### src/rtl/pkg_seq.sv
// Shared types and defaults for the ULM instruction-cycle sequencer.
package pkg_seq;

  // Default width of the retired-instruction counter.
  localparam int SEQ_CNT_W = 32;

  // Instruction-cycle phases; the encoding is also exported on state_dbg.
  typedef enum logic [2:0] {
    SEQ_FETCH  = 3'd0,
    SEQ_DECODE = 3'd1,
    SEQ_EXEC   = 3'd2,
    SEQ_WAIT   = 3'd3,
    SEQ_HALT   = 3'd4
  } seq_state_t;

endpackage

### src/rtl/dev_sequencer.sv
// Instruction-cycle controller: fetch -> decode -> execute, waits for bus/IO
// completions, counts retired instructions and parks in HALT on a halt op.
//
// Handshakes: ifetch_req is a level request that stays high until ifetch_ack is
// seen in the same cycle; that cycle is the transfer (ir_load pulses with it).
// An ack without a request is ignored. bus_start/io_start are one-cycle start
// pulses, and each is answered later by exactly one bus_done/io_done pulse; a
// done pulse with no matching operation outstanding is ignored.
module dev_sequencer
  import pkg_seq::*;
#(
  parameter int CNT_W = SEQ_CNT_W
) (
  input  logic             clk,
  input  logic             rst,
  input  logic             run,
  output logic             ifetch_req,
  input  logic             ifetch_ack,
  output logic             ir_load,
  output logic             dec_en,
  input  logic             exec_bus,
  input  logic             exec_io,
  input  logic             exec_halt,
  output logic             alu_en,
  output logic             cu_en,
  output logic             bus_start,
  input  logic             bus_done,
  output logic             io_start,
  input  logic             io_done,
  output logic             halted,
  output logic             busy,
  output logic [CNT_W-1:0] retired,
  output logic [2:0]       state_dbg
);

  seq_state_t state, state_d;
  logic       bus_pend, bus_pend_d;
  logic       io_pend, io_pend_d;
  logic       retire;
  // Low for the first cycle after reset so no fetch is requested in that cycle.
  logic       fetch_arm;

  // State register; reset dominates every state including WAIT and HALT.
  always_ff @(posedge clk) begin
    if (rst) state <= SEQ_FETCH;
    else     state <= state_d;
  end

  // Next-state and strobe decode from the registered state.
  always_comb begin
    state_d    = state;
    bus_pend_d = bus_pend;
    io_pend_d  = io_pend;
    retire     = 1'b0;
    ifetch_req = 1'b0;
    ir_load    = 1'b0;
    dec_en     = 1'b0;
    alu_en     = 1'b0;
    cu_en      = 1'b0;
    bus_start  = 1'b0;
    io_start   = 1'b0;
    case (state)
      SEQ_FETCH: begin
        ifetch_req = run & fetch_arm;
        if (ifetch_req && ifetch_ack) begin
          ir_load = 1'b1;
          state_d = SEQ_DECODE;
        end
      end
      SEQ_DECODE: begin
        dec_en  = 1'b1;
        state_d = SEQ_EXEC;
      end
      SEQ_EXEC: begin
        alu_en = 1'b1;
        cu_en  = 1'b1;
        if (exec_halt) begin
          retire  = 1'b1;
          state_d = SEQ_HALT;
        end else begin
          bus_start  = exec_bus;
          io_start   = exec_io;
          bus_pend_d = exec_bus;
          io_pend_d  = exec_io;
          if (exec_bus || exec_io) begin
            state_d = SEQ_WAIT;
          end else begin
            retire  = 1'b1;
            state_d = SEQ_FETCH;
          end
        end
      end
      SEQ_WAIT: begin
        // A done in the same cycle as the last pending bit finishes the wait.
        bus_pend_d = bus_pend & ~bus_done;
        io_pend_d  = io_pend & ~io_done;
        if (!bus_pend_d && !io_pend_d) begin
          retire  = 1'b1;
          state_d = SEQ_FETCH;
        end
      end
      SEQ_HALT: begin
        state_d = SEQ_HALT;
      end
      default: begin
        state_d = SEQ_FETCH;
      end
    endcase
  end

  // Pending bits, fetch arm flag and the wrapping retired counter.
  always_ff @(posedge clk) begin
    if (rst) begin
      bus_pend  <= 1'b0;
      io_pend   <= 1'b0;
      fetch_arm <= 1'b0;
      retired   <= '0;
    end else begin
      bus_pend  <= bus_pend_d;
      io_pend   <= io_pend_d;
      fetch_arm <= 1'b1;
      if (retire) retired <= retired + CNT_W'(1);
    end
  end

  assign halted    = (state == SEQ_HALT);
  assign busy      = (state == SEQ_DECODE) || (state == SEQ_EXEC) ||
                     (state == SEQ_WAIT) || ((state == SEQ_FETCH) && ifetch_req);
  assign state_dbg = state;

endmodule

### config.mk
export PLATFORM = sky130hd
export DESIGN_NAME = dev_sequencer
export DESIGN_NICKNAME = d
export VERILOG_FILES = /design/src/rtl/pkg_seq.sv /design/src/rtl/dev_sequencer.sv
export SDC_FILE = /design/constraint.sdc
export NUM_CORES = 1
export LEC_CHECK = 0
export CAP_MARGIN = 20
export CELL_PAD_IN_SITES_DETAIL_PLACEMENT = 0
export CELL_PAD_IN_SITES_GLOBAL_PLACEMENT = 1
export CORE_ASPECT_RATIO = 1.25
export CORE_MARGIN = 2
export CORE_UTILIZATION = 39
export CTS_BUF_LIST = sky130_fd_sc_hd__clkbuf_4 sky130_fd_sc_hd__clkbuf_8 sky130_fd_sc_hd__clkbuf_16
export DETAILED_ROUTE_END_ITERATION = 12
export PLACE_DENSITY = 0.92
export SYNTH_ARGS = -nofsm -noshare
export SYNTH_HDL_FRONTEND = slang
export SYNTH_SLANG_ARGS = --single-unit
export TNS_END_PERCENT = 100
### constraint.sdc
create_clock -name clk -period 4.7 [get_ports clk]
set_input_delay 0.94 -clock clk [delete_from_list [all_inputs] [get_ports clk]]
set_output_delay 0.94 -clock clk [all_outputs]
set_load 0.005 [all_outputs]
## Word level (Yosys, flattened, before mapping)

Cells that the tools add are included.

- Logic and storage cells: 54
- Memory bits (writable): 0
- Memories: 0
- Input port bits: 9
- Memory bits (read-only): 0
- Bits in latches: 0
- Register bits: 38
- Output and inout bits: 44

- Eq/ne operators: 7
- Muxes and demuxes: 23
- Multipliers: 0
- $add $sub $neg: 1
- Bitwise gates (word level): 5
- Shift operators: 0
- Reductions and logical operators: 13
- Order comparisons: 0
- Divide/modulo/power cells: 0

Operator list:

| kind | number |
|---|---|
| adder 32 x 1 -> 32 bit (second input constant) | 1 |
| 2-to-1 mux 1 bit | 15 |
| one-hot mux 3 bit (5 select lines) | 1 |
| 2-to-1 mux 3 bit | 3 |
| equality test 3 x 2 -> 1 bit (second input constant) | 2 |
| != test 2 bit (second input constant) | 3 |
| one-hot mux 1 bit (2 select lines) | 3 |
| logical OR 1 bit | 4 |
| AND reduction 2 bit | 2 |
| bitwise AND 1 bit | 3 |
| equality test 3 x 1 -> 1 bit (second input constant) | 1 |
| equality test 3 bit (second input constant) | 1 |
| logical AND 1 bit | 3 |
| logical NOT 3 bit | 1 |
| logical NOT 1 bit | 2 |
| 2-to-1 mux 2 bit | 1 |
| inverter 1 bit | 2 |
| nonzero test 2 bit | 1 |

## Longest topological paths before layout

- Depth in word-level cells: 6
- Mapped depth: 7
- Depth with buffers taken out: 5

## Worst setup path before layout

Ideal clock, no wire load.

- Kind: input-to-output
- Start point: input run
- End point: output ir_load
- Stages on the path: 3
- Data arrival time: 1.444 ns
- Path buffers: 0
- Slack: 2.316 ns
- Data required time: 3.760 ns
- Path through: nand2_1 > nor4_1 > and2_1

- Word-level cells in the longest chain between the ends: 4

Ends and longest elaborated chain:

| what | RTL line | text |
|---|---|---|
| start, declared | dev_sequencer.sv:16 | `input logic run,` |
| bitwise AND 1 bit | dev_sequencer.sv:64 | `ifetch_req = run & fetch_arm;` |
| logical AND 1 bit | dev_sequencer.sv:65 | `if (ifetch_req && ifetch_ack) begin` |
| 2-to-1 mux 1 bit | dev_sequencer.sv:65 |  |
| 2-to-1 mux 1 bit | dev_sequencer.sv:62 | `case (state)` |
| end, declared | dev_sequencer.sv:19 | `output logic ir_load,` |

No other way between the ends.

## Worst setup path after layout

Ends and elaborated chain as after synthesis.

==> impl_metrics.yaml <==
power:
  powerDensity_nw_per_um2: 238
  power.leakage_uw: 0.000877
  power.ir.vdd_worst_v: 0.000140
final_layout:
  diodes: 0
  syn_to_final_growth_pct: 30.3
  nets: 302
  final_util_pct: 53.2
  layout-drive-gt1-share_pct: 6.85
  fill_cells: 501
floorplan:
  io_pins: 53
  start_util_pct: 40.8
  die_w_um: 69.4
  die_h_um: 85.8
  std_cell_rows: 29
  die_area_um2: 5960
  core_area_um2: 5120
route:
  ant_nets: 0
  route.detailed.drc: 0
  wire_per_inst_um: 14.3
  vias: 2053
  detail_route.first_pass.iterations: 4
  drt-initial-drc-count: 48
  drt-vias-per-instance: 5.80
  drt-total-wl_mm: 5.05
status:
  status: "finished, final reports clean"
clock_tree:
  hold_buffers: 0
  tritoncts: "yes"
  cts_buffer_depth: 2
  cts_setup_buffers: 0
  numCtsBuffers: 5
  cts_resized: 0
  clk_pin_slew_ns: 0.08
  insertion_delay_ns: 0.29
  cts.sinks: 38
  clockRootBuffer: "clkbuf_8"
  ctsHtreeMaxLevel: 2
setup_path:
  cp_slowest_cell: "clkdlybuf4s50_1"
  startpoint_type: "primary input"
  crit_buf_inv: 2
  crit_type: "primary input to output port"
  path_cells: "clkdlybuf4s50_1 -> nand2_1 -> nor4_1 -> and2_1 -> clkdlybuf4s50_1"
  endpoint_kind: "output port"
  crit_top_cell: "clkdlybuf4s50_1"
  cp.arrival_ns: 2.38
  max_stage_delay_ns: 0.49
  cp.required_ns: 3.76
  worst-path-stages: 5
  cp_max_fo: 2
  crit_family: "buffers and inverters"
  rr_worst_depth: 5
logic_synthesis:
  synth_nets: 257
  synth_most_common_cell: "dfxtp_1"
  ys.flop_type: "dfxtp_1"
  synth_top_area_cell: "dfxtp_1"
  synth_edf_count: 0
  yosys-top-cells-count: "dfxtp_1 (38), a21oi_1 (28), o31ai_1 (17), or4_1 (17), nand3_1 (14)"
  synthTopCellsByArea: "dfxtp_1 (36%), a21oi_1 (6.7%), o31ai_1 (6.1%)"
  synthCells: 247
  synth_cell_types: 40
  synth-seq-cells: 38
  yosysWarnings: 0
  async_reset_ff_share_pct: 0
  ys_seq_area_share_pct: 36.5
  avgSynthCellArea_um2: 8.45
  netlist_area_um2: 2090
  synth.top_cell.area_share_pct: 36.5
flow_run:
  maxCapViolations: 0
timing:
  final.setup.tns_ns: 0
  relSlewSlack_pct: 22.6
  hold_slack_ns: 0.480
  fin_crit_sh_pct: 70.6
  finalHoldViolCount: 0
  worstMarginPinSlew_ns: 1.16
  rsz0062_at_grt: "false"
  clock_skew_ns: 0.0138
  period_minus_slack_ns: 3.32
  slew_violations: 0
  fin_ws_ns: 1.38
  setup_violations: 0
  fmax_mhz: 302
grt:
  grt_overflow_total: 0
  track_usage_pct: 17.3
  grt_max_degree: 48
  grt_pass1_wl_mm: 8.65
  grt_pass1_vias: 1854
  antenna_found_initial: 0
place:
  gp_congestion: 0.782
  dp_slack_ns: 1.37
  portBuffers: 52
  dp_hpwl_mm: 3.50
worst_hold_path:
  hold_path.class: "flip-flop to flip-flop"
  hold_depth: 2
## cell usage in the layout (no fill, tap or decap), types with 2 or more instances in the layout
cell	Yosys	routed
nand3_1	14	14
nor2_1	12	12
o21ai_0	7	7
a21oi_1	28	28
dfxtp_1	38	38
and2_1	5	5
nand4_1	12	12
and4_1	6	6
clkbuf_8	0	6
nor3b_1	2	2
o31ai_1	17	17
nor4_1	7	7
and3_1	4	4
mux2_2	7	7
nand2_1	13	13
nor2b_1	12	12
or4_1	17	17
buf_4	1	2
inv_1	7	7
and3b_1	2	2
or3_1	4	4
clkdlybuf4s50_1	0	52
## state kept, by name (all words and copies together) (netlist names)
register and flops:
retired 32, bus_pend 1, state_dbg 3, fetch_arm 1, io_pend 1
## per-layer routing
layer	track usage (%)	routed length, um	part of all wire (%)
met1	21.7	2300	45
met2	29.7	2490	49
met3	3.17	207	4.1
met4	6.24	61	1.2
met5	0	0	0
## tightest hold or removal path, stage by stage, from the launching register on
cell and delay (ns):
dfxtp_1 0.31, o21ai_0 0.07, a21oi_1 0.06
## report_power, final
group | switching [uW] | internal [uW] | leakage (uW)
Combinational | 16.4 | 18.1 | 0.000513
Clock | 116 | 170 | 0.0000573
Sequential | 2.81 | 323 | 0.000306
## stage by stage
step                instance area (um2)  cells  power (uW)
floorplan                          2090    247         351
global placement                   2610    347         368
detailed placement                 2610    347         368
CTS                                2720    354         651
global route                       2720    354         666
finish                             2720    354         646
## cell type report
| class | instances | area [um2] | area share [%] |
|---|---|---|---|
| Inverter | 7 | 26.3 | 0.966 |
| Timing Repair Buffer | 54 | 536 | 19.7 |
| Tap cell | 62 | 77.6 | 2.85 |
| Clock buffer | 6 | 82.6 | 3.04 |
| Multi-Input combinational cell | 186 | 1210 | 44.4 |
| Sequential cell | 38 | 761 | 28.0 |
| Clock inverter | 1 | 30.0 | 1.10 |
## worst paths after layout
path | end | from | slack [ns]
max | ir_load | run | 1.38
max reg2reg | retired[1] | state_dbg[2] | 2.26
min reg2reg | io_pend | io_pend | 0.48
min | io_pend | io_pend | 0.48
## logic make-up (layout without fill, tap and decap cells)
| kind of cell | after synthesis | in the layout | share of synthesized area, % |
|---|---|---|---|
| xor+xnor | 1 | 1 | 0.420 |
| simple gates | 117 | 117 | 34.2 |
| fa+ha+maj | 1 | 1 | 0.599 |
| buf+inv | 23 | 68 | 5.70 |
| compound gates | 58 | 58 | 17.9 |
| mux | 9 | 9 | 4.80 |
| flops | 38 | 38 | 36.5 |
No activity file was read; power rests on OpenSTA's default activity.
